[config.mk]
export PLATFORM = sky130hd
export DESIGN_NAME = neuron_seq_ctrl_flat
export DESIGN_NICKNAME = d
export VERILOG_FILES = /design/src/rtl/neuron_seq_if.sv /design/src/rtl/neuron_seq_ctrl.sv /design/src/flat_wrapper.sv
export SDC_FILE = /design/constraint.sdc
export NUM_CORES = 1
export LEC_CHECK = 0
export CORE_AREA = 10 10 218 220
export DETAILED_ROUTE_END_ITERATION = 6
export DIE_AREA = 0 0 228 230
export DONT_BUFFER_PORTS = 1
export PLACE_DENSITY = 0.48
export SKIP_LAST_GASP = 1
export SLEW_MARGIN = 20
export SYNTH_ARGS = -nofsm -noshare
export SYNTH_HDL_FRONTEND = slang
export SYNTH_SLANG_ARGS = --single-unit
export TNS_END_PERCENT = 100
[constraint.sdc]
create_clock -name clk -period 18.35 [get_ports clk]
set_input_delay 3.67 -clock clk [delete_from_list [all_inputs] [get_ports clk]]
set_output_delay 3.67 -clock clk [all_outputs]
set_load 0.02 [all_outputs]
[src/rtl/neuron_seq_if.sv]
// Handshake and bus bundle between the neuron sequencer and its datapath,
// weight store and update source.
interface neuron_seq_if #(
    parameter int NUM   = 3,
    parameter int WIDTH = 32,
    parameter int AW    = 4
);
    logic                   i_start;
    logic [NUM*WIDTH-1:0]   i_k;
    logic                   o_busy;
    logic                   o_done;
    logic [AW-1:0]          o_addr;
    logic                   o_rd;
    logic [WIDTH-1:0]       i_wght;
    logic [WIDTH-1:0]       o_mac_a;
    logic [WIDTH-1:0]       o_mac_b;
    logic [WIDTH-1:0]       i_mac_p;
    logic [WIDTH-1:0]       o_sum;
    logic [WIDTH-1:0]       i_act;
    logic [WIDTH-1:0]       o_a;
    logic                   i_upd_req;
    logic [NUM*WIDTH-1:0]   i_upd_w;
    logic [WIDTH-1:0]       i_upd_b;
    logic                   o_upd_ack;
    logic                   o_wr;
    logic [NUM*WIDTH-1:0]   o_wr_w;
    logic [WIDTH-1:0]       o_wr_b;

    modport master (
        input  i_start, i_k, i_wght, i_mac_p, i_act, i_upd_req, i_upd_w, i_upd_b,
        output o_busy, o_done, o_addr, o_rd, o_mac_a, o_mac_b, o_sum, o_a,
               o_upd_ack, o_wr, o_wr_w, o_wr_b
    );

    modport slave (
        output i_start, i_k, i_wght, i_mac_p, i_act, i_upd_req, i_upd_w, i_upd_b,
        input  o_busy, o_done, o_addr, o_rd, o_mac_a, o_mac_b, o_sum, o_a,
               o_upd_ack, o_wr, o_wr_w, o_wr_b
    );
endinterface

[src/rtl/neuron_seq_ctrl.sv]
// Serial neuron sequencer: fetch/MAC/bias/activation pass plus weight-store write-back.
// Define ACC_SAT_EN to make every accumulate saturate instead of wrapping.
module neuron_seq_ctrl #(
    parameter int NUM   = 3,
    parameter int WIDTH = 32,
    parameter int AW    = 4
) (
    input  logic          clk,
    input  logic          rst,
    neuron_seq_if.master  bus
);
    localparam int IW = (NUM > 1) ? $clog2(NUM) : 1;

    typedef enum logic [2:0] {
        S_IDLE, S_FETCH, S_MAC, S_BIAS, S_ACT, S_DONE, S_UPD
    } state_t;

    state_t                      state_q, state_d;
    logic [IW-1:0]               idx_q, idx_d;
    logic [WIDTH-1:0]            acc_q, acc_d;
    logic [NUM-1:0][WIDTH-1:0]   k_q, k_d;
    logic [WIDTH-1:0]            a_q, a_d;
    logic [NUM*WIDTH-1:0]        wr_w_q, wr_w_d;
    logic [WIDTH-1:0]            wr_b_q, wr_b_d;
    logic                        rd;
    logic [AW-1:0]               addr;
    logic [WIDTH-1:0]            mac_a, mac_b;

    function automatic logic [WIDTH-1:0] acc_add(input logic [WIDTH-1:0] x,
                                                 input logic [WIDTH-1:0] y);
        logic [WIDTH-1:0] s;
        s = x + y;
`ifdef ACC_SAT_EN
        // Overflow only when both operands share a sign the result lacks.
        if ((x[WIDTH-1] == y[WIDTH-1]) && (s[WIDTH-1] != x[WIDTH-1]))
            s = x[WIDTH-1] ? {1'b1, {(WIDTH-1){1'b0}}} : {1'b0, {(WIDTH-1){1'b1}}};
`endif
        return s;
    endfunction

    always_ff @(posedge clk or posedge rst) begin
        if (rst) begin
            state_q <= S_IDLE;
            idx_q   <= '0;
            acc_q   <= '0;
            k_q     <= '0;
            a_q     <= '0;
            wr_w_q  <= '0;
            wr_b_q  <= '0;
        end else begin
            state_q <= state_d;
            idx_q   <= idx_d;
            acc_q   <= acc_d;
            k_q     <= k_d;
            a_q     <= a_d;
            wr_w_q  <= wr_w_d;
            wr_b_q  <= wr_b_d;
        end
    end

    always_comb begin
        state_d = state_q;
        idx_d   = idx_q;
        acc_d   = acc_q;
        k_d     = k_q;
        a_d     = a_q;
        wr_w_d  = wr_w_q;
        wr_b_d  = wr_b_q;
        rd      = 1'b0;
        addr    = '0;
        mac_a   = '0;
        mac_b   = '0;
        case (state_q)
            S_IDLE: begin
                // Pending update wins so reads and writes never interleave.
                if (bus.i_upd_req) begin
                    state_d = S_UPD;
                    wr_w_d  = bus.i_upd_w;
                    wr_b_d  = bus.i_upd_b;
                end else if (bus.i_start) begin
                    state_d = S_FETCH;
                    k_d     = bus.i_k;
                    acc_d   = '0;
                    idx_d   = '0;
                end
            end
            S_FETCH: begin
                rd      = 1'b1;
                addr    = '0;
                state_d = S_MAC;
            end
            S_MAC: begin
                mac_a = k_q[idx_q];
                mac_b = bus.i_wght;
                acc_d = acc_add(acc_q, bus.i_mac_p);
                rd    = 1'b1;
                // Prefetch the next word; the last MAC cycle addresses the bias.
                addr  = AW'(idx_q) + AW'(1);
                if (idx_q == IW'(NUM-1)) begin
                    state_d = S_BIAS;
                    idx_d   = '0;
                end else begin
                    idx_d = idx_q + IW'(1);
                end
            end
            S_BIAS: begin
                acc_d   = acc_add(acc_q, bus.i_wght);
                state_d = S_ACT;
            end
            S_ACT: begin
                a_d     = bus.i_act;
                state_d = S_DONE;
            end
            S_DONE:  state_d = S_IDLE;
            S_UPD:   state_d = S_IDLE;
            default: state_d = S_IDLE;
        endcase
    end

    assign bus.o_busy    = (state_q != S_IDLE);
    assign bus.o_done    = (state_q == S_DONE);
    assign bus.o_upd_ack = (state_q == S_UPD);
    assign bus.o_wr      = (state_q == S_UPD);
    assign bus.o_rd      = rd;
    assign bus.o_addr    = addr;
    assign bus.o_mac_a   = mac_a;
    assign bus.o_mac_b   = mac_b;
    assign bus.o_sum     = acc_q;
    assign bus.o_a       = a_q;
    assign bus.o_wr_w    = wr_w_q;
    assign bus.o_wr_b    = wr_b_q;
endmodule

[src/flat_wrapper.sv]
// flat-port wrapper written by rule: the top's interface ports become plain ports
module neuron_seq_ctrl_flat 
#(
    parameter int NUM   = 3,
    parameter int WIDTH = 32,
    parameter int AW    = 4
)
  (clk, rst, bus_i_start, bus_i_k, bus_i_wght, bus_i_mac_p, bus_i_act, bus_i_upd_req, bus_i_upd_w, bus_i_upd_b, bus_o_busy, bus_o_done, bus_o_addr, bus_o_rd, bus_o_mac_a, bus_o_mac_b, bus_o_sum, bus_o_a, bus_o_upd_ack, bus_o_wr, bus_o_wr_w, bus_o_wr_b);
  neuron_seq_if #(.NUM(NUM), .WIDTH(WIDTH), .AW(AW)) bus_i ();
  input  logic clk;
  input  logic rst;
  input wire logic [$bits(bus_i.i_start)-1:0] bus_i_start;
  input wire logic [$bits(bus_i.i_k)-1:0] bus_i_k;
  input wire logic [$bits(bus_i.i_wght)-1:0] bus_i_wght;
  input wire logic [$bits(bus_i.i_mac_p)-1:0] bus_i_mac_p;
  input wire logic [$bits(bus_i.i_act)-1:0] bus_i_act;
  input wire logic [$bits(bus_i.i_upd_req)-1:0] bus_i_upd_req;
  input wire logic [$bits(bus_i.i_upd_w)-1:0] bus_i_upd_w;
  input wire logic [$bits(bus_i.i_upd_b)-1:0] bus_i_upd_b;
  output wire logic [$bits(bus_i.o_busy)-1:0] bus_o_busy;
  output wire logic [$bits(bus_i.o_done)-1:0] bus_o_done;
  output wire logic [$bits(bus_i.o_addr)-1:0] bus_o_addr;
  output wire logic [$bits(bus_i.o_rd)-1:0] bus_o_rd;
  output wire logic [$bits(bus_i.o_mac_a)-1:0] bus_o_mac_a;
  output wire logic [$bits(bus_i.o_mac_b)-1:0] bus_o_mac_b;
  output wire logic [$bits(bus_i.o_sum)-1:0] bus_o_sum;
  output wire logic [$bits(bus_i.o_a)-1:0] bus_o_a;
  output wire logic [$bits(bus_i.o_upd_ack)-1:0] bus_o_upd_ack;
  output wire logic [$bits(bus_i.o_wr)-1:0] bus_o_wr;
  output wire logic [$bits(bus_i.o_wr_w)-1:0] bus_o_wr_w;
  output wire logic [$bits(bus_i.o_wr_b)-1:0] bus_o_wr_b;
  assign bus_i.i_start = bus_i_start;
  assign bus_i.i_k = bus_i_k;
  assign bus_i.i_wght = bus_i_wght;
  assign bus_i.i_mac_p = bus_i_mac_p;
  assign bus_i.i_act = bus_i_act;
  assign bus_i.i_upd_req = bus_i_upd_req;
  assign bus_i.i_upd_w = bus_i_upd_w;
  assign bus_i.i_upd_b = bus_i_upd_b;
  assign bus_o_busy = bus_i.o_busy;
  assign bus_o_done = bus_i.o_done;
  assign bus_o_addr = bus_i.o_addr;
  assign bus_o_rd = bus_i.o_rd;
  assign bus_o_mac_a = bus_i.o_mac_a;
  assign bus_o_mac_b = bus_i.o_mac_b;
  assign bus_o_sum = bus_i.o_sum;
  assign bus_o_a = bus_i.o_a;
  assign bus_o_upd_ack = bus_i.o_upd_ack;
  assign bus_o_wr = bus_i.o_wr;
  assign bus_o_wr_w = bus_i.o_wr_w;
  assign bus_o_wr_b = bus_i.o_wr_b;
  neuron_seq_ctrl #(.NUM(NUM), .WIDTH(WIDTH), .AW(AW)) u_core (.clk(clk), .rst(rst), .bus(bus_i));
endmodule
==> impl_metrics.toml <==
[routing]
vias = 10200
routed_wl_mm = 48.3
wire_per_inst_um = 24.0
drc = 0
ant_nets = 0
via_per_inst = 5.05
drtIter0Drc = 768
dr.pass1.iters = 5

[worst_setup_path]
worstPathRequired_ns = 14.68
path_cells = "and2_1"
slowest_delay_ns = 0.23
critPathLaunchType = "input port"
crit_slowest_cell = "and2_1"
timing_worst_setup_path_type = "input port to output port"
crit_family = "simple AND/OR/NAND/NOR gates"
crit_fanout = 2
path_buf_inv = 0
cp-end-kind = "output port"
critPathArrivalTime_ns = 3.90

[clock_tree]
insertion_delay_ns = 0.52
ctsLongestPathBuffers = 3
cts.clk_slew.worst_paths_ns = 0.05
cts_tree = "yes"
cts-resized-gates = 0
numCtsBuffers = 35
cts_hold_repair.buffers = 0
clockRootBuffer = "clkbuf_16"
htreeDepth = 2
postCtsSetupRepairBufs = 0
cts_sinks = 293

[sta]
finalHoldViolCount = 0
tns_ns = 0
max_freq_ghz = 0.132
setup_ws_ns = 10.78
fin_skew_ns = 0.00493
setup_viol_count_final = 0
final-max-slew-violation-count = 0
grt_setup_unrepaired = "false"
fin_crit_sh = 0.413
hold_slack_ns = 0.501
tightest_slew_ns = 1.06
relSlewSlack = 0.294
period_needed_ns = 7.57

[floorplan]
initial_core_util = 0.330
io-pin-count = 589
core_area_sq_um = 42900
chipWidth_um = 228
rows = 76
die_h_um = 230
die_area_sq_um = 52400

[global_route]
antenna_found_initial = 16
grt_max_degree = 101
grt_overflow = 0
grt_pass1_vias = 10400
grt_util_all_layers = 0.177
grt_first_pass_wirelength_mm = 71.5

[final_layout]
area_growth_pct = 12.5
multiInputGateArea_sq_um = 6460
seq_area_sq_um = 7330
drive_above_1_share = 0.178
fill_cells = 4339
layout.nets = 1762
fin_area_sq_um = 15900

[synthesis]
synth-seq-area-share = 0.518
ys_ff_latch = 293
synth_nets = 1789
yosysMostFrequentCell = "nand2_1"
netlist_area_sq_um = 14100
synth_area_leaders = "dfrtp_1 52%, mux2_2 13%, nand2_1 12%, ha_1 3.7%, mux2i_1 2.3%"
synth-edff-count = 0
yosys.area.top_type_share = 0.518
synthDistinctLibCells = 60
async_reset_ff_frac = 1.00
synth_area_per_cell_sq_um = 9.94
synth_area_leader_cell = "dfrtp_1"
synth_flop_cell = "dfrtp_1"
synth_cells = 1422
ys_warn_count = 0
ys_top_cells_by_count = "440 x nand2_1, 293 x dfrtp_1, 160 x mux2_2, 82 x nor2_1, 62 x clkbuf_1"

[worst_hold_path]
hold_class = "flip-flop to flip-flop"

[run_status]
outcome = "finished clean"

[pwr]
ir_worst_vdd_mv = 0.103
power_density_nw_per_um2 = 216
cellLeakagePower_nw = 7.51

[placement]
portBuffers = 0
dpl-instance-area_sq_um = 14700
dpl_worst_slack_ns = 10.77
place.gp.congestion = 0.888
hpwl_mm = 36.7

[job]
maxCapViolations = 0
[layout make-up]
cell class	count	share of cell area
Antenna cell	4	0.000629
Clock buffer	53	0.0664
Clock inverter	10	0.00967
Inverter	14	0.00377
Multi-Input combinational cell	1037	0.406
Sequential cell	293	0.461
Tap cell	585	0.0460
Timing Repair Buffer	14	0.00684
[per-stage QoR]
step                std cells   util  power, mW
CTS                      2006  0.371       3.48
finish                   2010  0.371       3.43
floorplan                1422      -       2.37
detailed placement       1943  0.343       2.74
global placement         1943  0.343       2.72
global route             2010  0.371       3.68
[worst paths after layout]
kind / start / endpoint / slack (ns) / cells past startpoint
setup / recovery: bus_i_wght[13] / bus_o_mac_b[13] / 10.78 / 1
hold / removal: u_core.k_q[0]$_DFFE_PP0P_ / u_core.k_q[0]$_DFFE_PP0P_ / 0.50 / 1
setup reg to reg: u_core.state_q[1]$_DFFE_PP0P_ / u_core.bus.o_sum[26]$_DFFE_PP0P_ / 13.46 / 13
hold reg to reg: u_core.k_q[0]$_DFFE_PP0P_ / u_core.k_q[0]$_DFFE_PP0P_ / 0.50 / 1
max in group asynchronous: rst / u_core.bus.o_sum[31]$_DFFE_PP0P_ / 13.23 / 3
min in group asynchronous: rst / u_core.k_q[34]$_DFFE_PP0P_ / 3.09 / 1
[report_power, final]
group / internal (mW) / switching [mW] / total (mW) / leakage (nW)
sequential: 0.960 / 0.520 / 1.48 / 3.59
combinational: 0.499 / 0.721 / 1.22 / 3.32
clock: 0.454 / 0.277 / 0.730 / 0.597
[per-layer routing]
layer,vias to the layer above,share of wire,global-route usage
met5,-,0.0032,0
met4,24,0.023,0.0492
met3,98,0.091,0.0730
met2,388,0.51,0.313
met1,4977,0.37,0.190
li1,4664,-,-
[logic make-up after synthesis]
group                      synth area share
and+or+nand+nor                       0.179
DFF                                   0.518
buffers and inverters                0.0269
AOI/OAI and AO/OA                    0.0672
other                              0.000265
adders and majority gates            0.0386
muxes                                 0.151
xor gates and xnor gates             0.0186
[layout by cell type (no fill, tap or decap), types with 3 or more instances in the layout]
cell type / n
xnor2_1: 21
o21bai_1: 6
mux2i_1: 33
inv_1: 13
clkinv_2: 5
and3_1: 3
dfrtp_1: 292
nand2b_1: 6
mux2_2: 160
nor3_1: 7
buf_4: 13
nand2_1: 439
o21ai_0: 40
a22o_1: 4
o21ai_1: 3
o211ai_1: 3
o21a_1: 4
xor2_1: 9
clkbuf_1: 9
a31oi_1: 3
a21o_1: 11
bufinv_16: 4
a21oi_1: 61
nand3_1: 8
diode_2: 4
o31ai_1: 4
clkbuf_8: 7
nor2_1: 80
clkbuf_16: 37
and2_1: 35
ha_1: 42
nand4_1: 10
[flip-flops by register name, summed over array words and instances, names as in the netlist]
| register | count |
|---|---|
| u_core.state_q | 3 |
| u_core.bus.o_wr_w | 96 |
| u_core.idx_q | 2 |
| u_core.bus.o_wr_b | 32 |
| u_core.k_q | 96 |
| u_core.bus.o_a | 32 |
| u_core.bus.o_sum | 32 |
(Power assumes the default switching activity.)
